==> config.mk <==
export PLATFORM = sky130hd
export DESIGN_NAME = poly_osc
export DESIGN_NICKNAME = d
export VERILOG_FILES = /design/src/rtl/poly_osc.sv
export SDC_FILE = /design/constraint.sdc
export NUM_CORES = 2
export LEC_CHECK = 0
export ABC_CLOCK_PERIOD_IN_PS = 9800
export CORE_MARGIN = 5
export CORE_UTILIZATION = 60
export DETAILED_ROUTE_END_ITERATION = 8
export PLACE_DENSITY_LB_ADDON = 0.15
export SYNTH_ARGS = -nofsm -noshare
export SYNTH_HDL_FRONTEND = slang
export SYNTH_SLANG_ARGS = --single-unit
==> constraint.sdc <==
create_clock -name clk_i -period 9.8 [get_ports clk_i]
set_clock_uncertainty 0.1 [all_clocks]
set_input_delay 1.96 -clock clk_i [delete_from_list [all_inputs] [get_ports clk_i]]
set_output_delay 1.96 -clock clk_i [all_outputs]
set_load 0.01 [all_outputs]
==> src/rtl/poly_osc.sv <==
// poly_osc: N_CH independent square/pulse tone oscillators tuned by MIDI note,
// with glitch-free retune at period boundaries and a registered voice count.
module poly_osc #(
  parameter  int N_CH     = 4,
  parameter  int CNT_BW   = 16,
  parameter  int F_CLK_HZ = 1_000_000,
  localparam int CH_W     = (N_CH > 1) ? $clog2(N_CH) : 1,
  localparam int MIX_W    = $clog2(N_CH + 1)
) (
  input  logic              clk_i,
  input  logic              rst_i,
  input  logic              wr_en_i,
  input  logic [CH_W-1:0]   wr_ch_i,
  input  logic [7:0]        wr_note_i,
  input  logic              wr_mode_i,
  input  logic [7:0]        wr_duty_i,
  input  logic [N_CH-1:0]   en_i,
  input  logic [N_CH-1:0]   phase_rst_i,
  output logic [N_CH-1:0]   wave_o,
  output logic [MIX_W-1:0]  mix_o
);

  // Equal-tempered period in clock cycles, evaluated only at elaboration.
  function automatic logic [CNT_BW-1:0] calc_period(input int n);
    real freq;
    real cycles;
    freq   = 440.0 * (2.0 ** ((real'(n) - 69.0) / 12.0));
    cycles = real'(F_CLK_HZ) / freq;
    if (cycles >= (2.0 ** CNT_BW) - 1.0) return '1;
    return CNT_BW'($rtoi(cycles));
  endfunction

  function automatic logic [6:0] clamp_note(input logic [7:0] n);
    if (n < 8'd21)  return 7'd21;
    if (n > 8'd127) return 7'd127;
    return n[6:0];
  endfunction

  localparam logic [CNT_BW-1:0] P_DEF = calc_period(69);
  localparam logic [CNT_BW-1:0] T_DEF = P_DEF >> 1;

  logic [CNT_BW-1:0] period_tab [128];

  for (genvar n = 0; n < 128; n++) begin : g_tab
    localparam logic [CNT_BW-1:0] P_N = calc_period(n);
    assign period_tab[n] = P_N;
  end

  for (genvar k = 0; k < N_CH; k++) begin : g_ch
    logic [6:0]        note_q;
    logic              mode_q;
    logic [7:0]        duty_q;
    logic [CNT_BW-1:0] cnt_q;
    logic [CNT_BW-1:0] p_q;
    logic [CNT_BW-1:0] t_q;
    logic [CNT_BW-1:0] p_nxt;
    logic [CNT_BW-1:0] t_nxt;
    logic [CNT_BW+7:0] prod;
    logic              wave_q;
    logic              en_q;
    logic              pend_q;
    logic              wr_hit;
    logic              wrap;
    logic              restart;

    // Out-of-range channel numbers never match any k, so they are dropped here.
    assign wr_hit  = wr_en_i && (wr_ch_i == CH_W'(k));
    assign wrap    = (p_q == '0) || (cnt_q >= p_q - CNT_BW'(1));
    assign restart = pend_q || (phase_rst_i[k] && !wr_hit);

    always_comb begin
      p_nxt = period_tab[note_q];
      prod  = (CNT_BW+8)'(p_nxt) * (CNT_BW+8)'(duty_q);
      t_nxt = mode_q ? CNT_BW'(prod >> 8) : (p_nxt >> 1);
    end

    // NOTE: the config storage is a handful of flops with a defined power-on
    // value, so it is reset like any other state rather than left as a memory.
    always_ff @(posedge clk_i) begin
      if (rst_i) begin
        note_q <= 7'd69;
        mode_q <= 1'b0;
        duty_q <= 8'd128;
      end else if (wr_hit) begin
        note_q <= clamp_note(wr_note_i);
        mode_q <= wr_mode_i;
        duty_q <= wr_duty_i;
      end
    end

    // NOTE: non-blocking assignments here so every register samples the
    // pre-edge value of cnt_q/t_q regardless of statement order.
    always_ff @(posedge clk_i) begin
      if (rst_i) begin
        cnt_q  <= '0;
        p_q    <= P_DEF;
        t_q    <= T_DEF;
        wave_q <= 1'b0;
        en_q   <= 1'b0;
        pend_q <= 1'b0;
      end else begin
        en_q <= en_i[k];
        if (!en_i[k]) begin
          cnt_q  <= '0;
          wave_q <= 1'b0;
          pend_q <= 1'b0;
        end else if (!en_q) begin
          cnt_q  <= '0;
          p_q    <= p_nxt;
          t_q    <= t_nxt;
          wave_q <= 1'b0;
          pend_q <= 1'b0;
        end else begin
          wave_q <= (cnt_q < t_q);
          // A restart colliding with a write is deferred one cycle so it
          // picks up the freshly written shadow.
          pend_q <= phase_rst_i[k] && wr_hit;
          if (restart || wrap) begin
            cnt_q <= '0;
            p_q   <= p_nxt;
            t_q   <= t_nxt;
          end else begin
            cnt_q <= cnt_q + CNT_BW'(1);
          end
        end
      end
    end

    assign wave_o[k] = wave_q;
  end

  logic [MIX_W-1:0] ones;

  // NOTE: default assignment first so the combinational sum can never infer a latch.
  always_comb begin
    ones = '0;
    for (int i = 0; i < N_CH; i++) ones += MIX_W'(wave_o[i]);
  end

  always_ff @(posedge clk_i) begin
    if (rst_i) mix_o <= '0;
    else       mix_o <= ones;
  end

endmodule

==> impl_metrics.env <==
export IMPL_clkTransAtPathRegs_ps=60
export IMPL_max_freq_mhz=123
export IMPL_cp_num_buf_inv=3
export IMPL_grt_ovfl_total=0
export IMPL_crit_family="adder cells"
export IMPL_worstMarginPinSlew_ps=1200
export IMPL_crit_required_ps=10160
export IMPL_die_w_um=260
export IMPL_cp_max_fo=14
export IMPL_worst_ep_arrival_time_ps=8470
export IMPL_clockPowerShare_pct=31.1
export IMPL_hold_path_class="flop to flop"
export IMPL_synth_seq_area_share_pct=14.5
export IMPL_min_period_over_period_pct=82.7
export IMPL_drc=0
export IMPL_path_class="flop to flop"
export IMPL_final_layout_size_suffix_gt1_share_pct=4.72
export IMPL_synth_ff_type="dfxtp_1"
export IMPL_cts_sinks=271
export IMPL_synth_async_reset_ratio_pct=0
export IMPL_rsz0062_at_grt="no"
export IMPL_grt_max_degree=68
export IMPL_finalWeightedCongestion=0.975
export IMPL_io_buffers=36
export IMPL_min_period_ps=8110
export IMPL_synthCells=4783
export IMPL_drt_wl_total_mm=99.3
export IMPL_power_mw=4.14
export IMPL_fp_row_count=91
export IMPL_dp_hpwl_mm=74.5
export IMPL_yosys_area_top_type_share_pct=17.8
export IMPL_dp_cells=5434
export IMPL_ys_types=113
export IMPL_grt_pass1_wl_mm=166
export IMPL_place_area_mm2=0.0381
export IMPL_max_vdd_ir_drop_v=0.000132
export IMPL_swShare_pct=38.8
export IMPL_synth_top_cell_by_area="fa_1"
export IMPL_viasPerCell=5.99
export IMPL_drv_slew=0
export IMPL_outcome="finished, final reports clean"
export IMPL_power_share_combinational_pct=39.0
export IMPL_worstSkewPairLatency_ps=570
export IMPL_power_density_mw_per_mm2=106
export IMPL_synth_edf_count=0
export IMPL_avgSynthCellArea_um2=7.84
export IMPL_die_h_um=260
export IMPL_leakagePower_nw=18.2
export IMPL_ios=37
export IMPL_setup_tns_ps=0
export IMPL_drt_iter0_markers=2880
export IMPL_slew_headroom_pct=19.7
export IMPL_hold_viol=0
export IMPL_ant_nets=0
export IMPL_power_internal_mw=2.54
export IMPL_maxCapViolations=0
export IMPL_finalNetCount=5326
export IMPL_syn_num_nets=5476
export IMPL_timing_critical_path_mode_cell="fa_1"
export IMPL_core_area_mm2=0.0618
export IMPL_grt_usage_pct=29.3
export IMPL_cts_buffers=34
export IMPL_holdWs_ps=366
export IMPL_grt_pass1_vias=31867
export IMPL_max_stage_delay_ps=740
export IMPL_start_kind="flop"
export IMPL_seqPwrFrac_pct=29.9
export IMPL_ctsHtreeMaxLevel=2
export IMPL_syn_cell_area_mm2=0.0375
export IMPL_setup_viol=0
export IMPL_crit_path_end_kind="flop"
export IMPL_initial_core_util_pct=60.6
export IMPL_hold_buffers=0
export IMPL_cts_tree="done"
export IMPL_post_cts_buffers=0
export IMPL_yosysWarnings=0
export IMPL_antenna_found_initial=2
export IMPL_stdcell_count=5495
export IMPL_cts_path_max_buffers=3
export IMPL_design_area_mm2=0.0393
export IMPL_dieArea_mm2=0.0676
export IMPL_detail_route_first_pass_iterations=7
export IMPL_slowest_stage="a21oi_1"
export IMPL_areaGrowthSynthToFinish_pct=4.73
export IMPL_ys_seq_elements=271
export IMPL_switchingPower_mw=1.61
export IMPL_num_vias=32905
export IMPL_synthTopCellsByArea="fa_1 18%, dfxtp_1 14%, ha_1 11%"
export IMPL_cts_root_buf="clkbuf_16"
export IMPL_cts_resized=0
export IMPL_wire_per_inst_um=18.1
[layer usage]
layer | wire [um] | track usage, % | share of wire [%]
met1 | 45700 | 42.3 | 46
met2 | 44700 | 46.6 | 45
met3 | 6910 | 4.77 | 7.0
met4 | 2030 | 6.11 | 2.0
met5 | 13 | 0 | 0.013
[worst paths after layout]
kind | startpoint | cells past startpoint | slack, ps | to
worst max-delay path | g_ch[3].note_q[0]$_SDFFE_PP1P_ | 26 | 1690 | g_ch[3].t_q[14]$_SDFFE_PP0P_
worst min-delay path | g_ch[2].t_q[0]$_SDFFE_PP0P_ | 2 | 370 | g_ch[2].t_q[0]$_SDFFE_PP0P_
worst max register to register | g_ch[3].note_q[0]$_SDFFE_PP1P_ | 26 | 1690 | g_ch[3].t_q[14]$_SDFFE_PP0P_
worst min register to register | g_ch[2].t_q[0]$_SDFFE_PP0P_ | 2 | 370 | g_ch[2].t_q[0]$_SDFFE_PP0P_
[registers in the layout, indices dropped and copies added (netlist names)]
signal / flops
g_ch.cnt_q: 64
g_ch.p_q: 64
g_ch.t_q: 64
g_ch.duty_q: 32
g_ch.note_q: 28
g_ch.en_q: 4
g_ch.mode_q: 4
g_ch.pend_q: 4
g_ch.wave_q: 4
mix_o: 3
[placed cells by master, fill, tap and decap left out, types with 84 or more instances in the layout]
cell,Yosys,final
fa_1,333,333
nand2_1,519,519
ha_1,330,330
nor2b_1,98,98
inv_1,529,528
a21oi_1,314,314
a21o_1,84,84
nand3_1,98,98
and2_1,320,320
dfxtp_1,271,263
nor2_1,387,386
o21ai_0,186,186
[cell usage after synthesis (70+ instances only)]
master,instances
nand2_1,519
xnor2_1,79
and2_1,320
dfxtp_1,271
clkbuf_1,177
fa_1,333
nor2_1,387
nor2b_1,98
ha_1,330
nor3_1,70
xor2_1,72
inv_1,529
o21ai_0,186
nand3_1,98
a21o_1,84
a21oi_1,314
[cell families after synthesis]
family / share of synthesized area, %
AOI/OAI and AO/OA: 18.5
DFF: 14.5
xor gates and xnor gates: 3.53
adders and majority gates: 28.8
buffers and inverters: 8.51
muxes: 3.04
and+or+nand+nor: 23.2
[tightest hold or removal path, cell delays in order (launching register included)]
cell and delay, ps:
dfxtp_1 310, nand2_1 60, a21oi_1 50
[cell type report]
cell class / count / area, um2
antenna: 1 / 2.50
clock buffer: 47 / 981
clock inverter: 13 / 145
fill: 5652 / 22600
inverter: 538 / 2020
multi-input combinational: 3705 / 28900
sequential: 271 / 5440
tap: 837 / 1050
timing repair buffer: 83 / 714
[through the flow]
step / util, % / setup WS, ps
6_report: 63.5 / 1690
5_1_grt: 63.5 / 1110
4_1_cts: 63.5 / 1760
3_5_place_dp: 61.7 / 1800
3_3_place_gp: 61.7 / 1910
2_1_floorplan: - / 2700
[power by group through the flow]
| stage | clock network [mW] | registers (mW) | logic [mW] |
|---|---|---|---|
| finish | 1.29 | 1.24 | 1.62 |
| global route | 1.36 | 1.25 | 1.83 |
| CTS | 1.31 | 1.24 | 1.60 |
| detailed placement | 0 | 1.26 | 1.59 |
| global placement | 0 | 1.26 | 1.56 |
| floorplan | 0 | 1.21 | 1.23 |
Power figures use the tool's default switching activity.
